`config.mk`:
```
export PLATFORM = sky130hd
export DESIGN_NAME = avalon_st_sink
export DESIGN_NICKNAME = d
export VERILOG_FILES = /design/src/rtl/avalon_st_sink.sv
export SDC_FILE = /design/constraint.sdc
export NUM_CORES = 1
export LEC_CHECK = 0
export ABC_AREA = 1
export BUFFER_PORTS_ARGS = -buffer_cell sky130_fd_sc_hd__buf_4
export CAP_MARGIN = 20
export CELL_PAD_IN_SITES_DETAIL_PLACEMENT = 1
export CELL_PAD_IN_SITES_GLOBAL_PLACEMENT = 2
export CORE_UTILIZATION = 32
export DETAILED_ROUTE_END_ITERATION = 12
export PLACE_DENSITY = 0.73
export SLEW_MARGIN = 5
export SYNTH_ARGS = -nofsm -noshare
export SYNTH_HDL_FRONTEND = slang
export SYNTH_SLANG_ARGS = --single-unit
```
`constraint.sdc`:
```
create_clock -name clk -period 2.3 [get_ports clk]
set_clock_uncertainty 0.15 [all_clocks]
set_input_delay 0.46 -clock clk [delete_from_list [all_inputs] [get_ports clk]]
set_output_delay 0.46 -clock clk [all_outputs]
set_load 0.01 [all_outputs]
```
`src/rtl/avalon_st_sink.sv`:
```
// Avalon-ST sink: accepts a fixed-length incrementing stream, buffers the
// beats in a show-ahead FIFO for a local consumer, checks every beat against
// the expected sequence and reports completion.
module avalon_st_sink #(
   parameter int DATA_W    = 8,
   parameter int DEPTH     = 4,
   parameter int EXP_COUNT = 3,
   parameter int EXP_FIRST = 4
) (
   input  logic              clk,
   input  logic              resetn,
   input  logic              valid,
   output logic              ready,
   input  logic [DATA_W-1:0] data,
   input  logic              rd_en,
   output logic              rd_valid,
   output logic [DATA_W-1:0] rd_data,
   output logic [7:0]        beat_cnt,
   output logic              done,
   output logic              error
);

   localparam int PTR_W = $clog2(DEPTH);
   localparam int CNT_W = PTR_W + 1;

   typedef enum logic [1:0] {
      IDLE = 2'd0,
      RECV = 2'd1,
      DONE = 2'd2
   } state_t;

   state_t             state_q, state_d;
   logic [PTR_W-1:0]   wr_ptr_q, wr_ptr_d;
   logic [PTR_W-1:0]   rd_ptr_q, rd_ptr_d;
   logic [CNT_W-1:0]   occ_q, occ_d;
   logic [7:0]         beat_cnt_q, beat_cnt_d;
   logic               error_q, error_d;
   logic               ready_q, ready_d;
   logic               done_q, done_d;
   logic [DATA_W-1:0]  mem_q [DEPTH];

   logic               accept;
   logic               pop;

   // Expected value of beat k, wrapping modulo 2^DATA_W.
   function automatic logic [DATA_W-1:0] exp_beat(input logic [7:0] k);
      logic [DATA_W+7:0] sum;
      sum = (DATA_W+8)'(EXP_FIRST) + (DATA_W+8)'(k);
      return sum[DATA_W-1:0];
   endfunction

   assign accept = valid && ready_q;
   assign pop    = rd_en && (occ_q != '0);

   // Next-state logic: pointers, occupancy, counters, FSM and registered outputs.
   always_comb begin
      state_d    = state_q;
      wr_ptr_d   = wr_ptr_q;
      rd_ptr_d   = rd_ptr_q;
      occ_d      = occ_q;
      beat_cnt_d = beat_cnt_q;
      error_d    = error_q;

      if (accept) begin
         wr_ptr_d   = wr_ptr_q + PTR_W'(1);
         beat_cnt_d = beat_cnt_q + 8'd1;
         if (data != exp_beat(beat_cnt_q)) begin
            error_d = 1'b1;
         end
      end

      if (pop) begin
         rd_ptr_d = rd_ptr_q + PTR_W'(1);
      end

      // Simultaneous accept and pop leaves occupancy unchanged.
      case ({accept, pop})
         2'b10:   occ_d = occ_q + CNT_W'(1);
         2'b01:   occ_d = occ_q - CNT_W'(1);
         default: occ_d = occ_q;
      endcase

      case (state_q)
         IDLE:    state_d = RECV;
         RECV:    if (accept && (beat_cnt_d == 8'(EXP_COUNT))) state_d = DONE;
         DONE:    state_d = DONE;
         default: state_d = IDLE;
      endcase

      // ready and done are registered from the next state so they never
      // depend combinationally on valid or data.
      ready_d = (state_d == RECV) && (occ_d != CNT_W'(DEPTH));
      done_d  = (state_d == DONE);
   end

   // Control state: FSM, pointers, counters and status flags.
   always_ff @(posedge clk or negedge resetn) begin
      if (!resetn) begin
         state_q    <= IDLE;
         wr_ptr_q   <= '0;
         rd_ptr_q   <= '0;
         occ_q      <= '0;
         beat_cnt_q <= '0;
         error_q    <= 1'b0;
         ready_q    <= 1'b0;
         done_q     <= 1'b0;
      end else begin
         state_q    <= state_d;
         wr_ptr_q   <= wr_ptr_d;
         rd_ptr_q   <= rd_ptr_d;
         occ_q      <= occ_d;
         beat_cnt_q <= beat_cnt_d;
         error_q    <= error_d;
         ready_q    <= ready_d;
         done_q     <= done_d;
      end
   end

   // FIFO storage: data only, no reset; validity is tracked by occupancy.
   always_ff @(posedge clk) begin
      if (accept) begin
         mem_q[wr_ptr_q] <= data;
      end
   end

   assign ready    = ready_q;
   assign done     = done_q;
   assign error    = error_q;
   assign beat_cnt = beat_cnt_q;
   assign rd_valid = (occ_q != '0);
   assign rd_data  = (occ_q != '0) ? mem_q[rd_ptr_q] : '0;

endmodule

```
==> impl_metrics.ini <==
[synth]
synth_top_area_share_pct = 39.1
synth_edf_count = 32
ys.flop_type = edfxtp_1
yosysMostFrequentCell = nor2_1
synth.distinct_cells = 26
synth_area_leaders = edfxtp_1 39%, dfrtp_1 20%, nor2_1 7.5%
yosys_register_bits = 52
yosys.area.top_type = edfxtp_1
syn_nets = 276
yosys_warnings = 0
synthArstFlopShare_pct = 38.5
synth_area_sq_mm = 0.00245
syn_area_per_cell_sq_um = 9.59
syn_inst = 256
ys_seq_area_share_pct = 59.5
synth_common_cells = 49 x nor2_1, 45 x nand2_1, 32 x edfxtp_1, 32 x inv_1, 20 x dfrtp_1

[power]
comb_power_share_pct = 2.9
p_leak_nw = 1.33
vdd_ir_drop_max_v = 0.000224
power_frac_clock_pct = 33.5
p_sw_share_pct = 21.6
powerDensity_mw_per_mm2 = 518
intPower_mw = 1.22
p_seq_share_pct = 63.7
p_sw_uw = 336

[critical_path]
r2r_cells = 12
cp.depth = 12
crit_slowest_cell = dfrtp_1
critical_path.max_stage_delay_ps = 390
cp_max_fo = 3
critPathTopFamily = simple AND/OR/NAND/NOR gates
end_kind = flop
timing.rr.end = ready
worstPathArrival_ps = 2220
rr_startpoint = occ_q[1]
reg2reg_slack_ps = 140
cp_cell_sequence = nor3_2 -> inv_1 -> nand2_2 -> inv_2 -> ha_2 -> inv_1 -> fa_2 -> or2_2 -> nand2_2 -> xnor2_2 -> nor3b_2 -> nor2_1
required_ps = 2360
crit_start = occ_q[1]
critPathBufInv = 3
critPathKind = reg -> reg
critPathLaunchType = flop

[detailed_routing]
routed_wirelength_microns = 5480
dr.pass1.iters = 3
vias_per_cell = 4.44
drc = 0
antenna_left = 0
vias = 1790
drt_iter0_markers = 63
wire_per_inst_microns = 13.6

[global_route]
grt_use_total_pct = 15.1
overflow = 0
grt_antenna_before_repair = 0
grt_pass1_vias = 1781
grt_pass1_wl_microns = 8800
grt_max_degree = 21

[placement]
place_hpwl_microns = 4060
dp_worst_setup_slack_ps = -18.8
place_congestion = 0.704
placed_area_sq_mm = 0.00288
port_buffers = 31

[timing]
final-hold-violation-count = 0
maxSlewViolCount = 0
min_period_over_period_pct = 94.0
fin_tns_setup_ps = 0
setup_violations = 0
slew_headroom_pct = 78.1
fmax_mhz = 462
min_period_ps = 2160
worstMarginPinSlew_ps = 329
worst_slack_ps = 138

[clock_tree]
h-tree-depth = 2
clk_pin_slew_worst_paths_ps = 100
numClockSinks = 52
clock_latency_ps = 310
cts_tree = built
cts-root-buf = clkbuf_8
clk_path_buf_depth = 2
numCtsBuffers = 5

[floorplan]
core-area_sq_mm = 0.00733
start_util_pct = 33.5
die_h_microns = 89.6
std_cell_rows = 31
pin_count = 32
die_w_microns = 89.6
die_area_sq_mm = 0.00803

[outcome]
outcome = completed

[hold_path]
worstHoldPathType = in -> reg
min-delay-start = data[3]
min_path_cells = 1
hold_path_end = mem_q[3][3]

[cells_and_area]
nFillCells = 853
num_antenna_cells = 0
final_cell_area_sq_mm = 0.00301
drive_above_1_share_pct = 22.0
area_delta_synth_final_pct = 22.5
layout.nets = 323

[job]
drv_cap = 0
==> worst max path at each step <==
stage	endpoint
3_5_place_dp	ready
5_1_grt	ready
2_1_floorplan	ready
6_report	ready
3_3_place_gp	ready
4_1_cts	ready
==> logic make-up after synthesis <==
logic type	synth area share, %
compound gates	6.32
simple gates	19.2
buf+inv	6.27
fa+ha+maj	4.38
flops	59.5
xor+xnor	4.28
==> placed cells by master, fill, tap and decap left out, types with 2 or more instances in the layout <==
cell type and n:
nor2_1 49, buf_4 44, nand2_1 43, edfxtp_1 32, inv_1 31, dfrtp_1 20
o21ai_0 17, a21oi_1 12, nand3_1 8, xor2_1 7, ha_1 6, clkbuf_8 5
xnor2_1 4, nand2_2 3, inv_2 3, nor2_2 3, o21ai_1 2, clkinv_1 2
clkinvlp_4 2
==> sequential cells by signal, summed over array words and instances (netlist names) <==
signal and cells:
mem_q 32, occ_q 3, beat_cnt 8, state_q 2
done 1, ready 1, wr_ptr_q 2, error 1
rd_ptr_q 2
==> power by group through the flow <==
stage | Clock (mW) | Sequential, mW | Combinational, mW
2_1_floorplan | 0 | 1.01 | 0.00821
3_3_place_gp | 0 | 1.01 | 0.0438
3_5_place_dp | 0 | 1.01 | 0.0448
4_1_cts | 0.535 | 0.991 | 0.0461
5_1_grt | 0.560 | 0.992 | 0.0505
6_report | 0.521 | 0.991 | 0.0447
==> through the flow <==
| step | hold WS, ps | instances | util, % | total power, mW |
|---|---|---|---|---|
| after global routing | 216 | 403 | 41.0 | 1.60 |
| after floorplan | 14.4 | 256 | - | 1.02 |
| after detailed placement | 216 | 393 | 39.3 | 1.06 |
| after global placement | 215 | 393 | 39.3 | 1.06 |
| final | 225 | 403 | 41.0 | 1.56 |
| after CTS | 217 | 403 | 40.8 | 1.57 |
==> cell type report <==
cell class | instances | area [sq um] | area share [%]
Sequential cell | 52 | 1460 | 48.6
Multi-Input combinational cell | 164 | 862 | 28.7
Timing Repair Buffer | 45 | 340 | 11.3
Inverter | 35 | 131 | 4.37
Tap cell | 99 | 124 | 4.12
Clock buffer | 5 | 68.8 | 2.29
Clock inverter | 3 | 18.8 | 0.624
==> what timing repair did <==
| item | in CTS | in global routing |
|---|---|---|
| hold buffers | 1 | 0 |
| endpoints found under the hold margin | 20 | 0 |
| buffers inserted | 1 | 0 |
| resized for setup | 1 | 7 |
| endpoints found under the setup margin | 1 | 1 |
| pin swaps | 0 | 2 |
==> per-layer routing <==
layer | part of all wire [%] | track usage, %
met5 | 0 | 0
met1 | 45 | 18.8
met3 | 3.4 | 3.20
met4 | 1.2 | 4.33
met2 | 50 | 26.3
(Power assumes the default switching activity.)
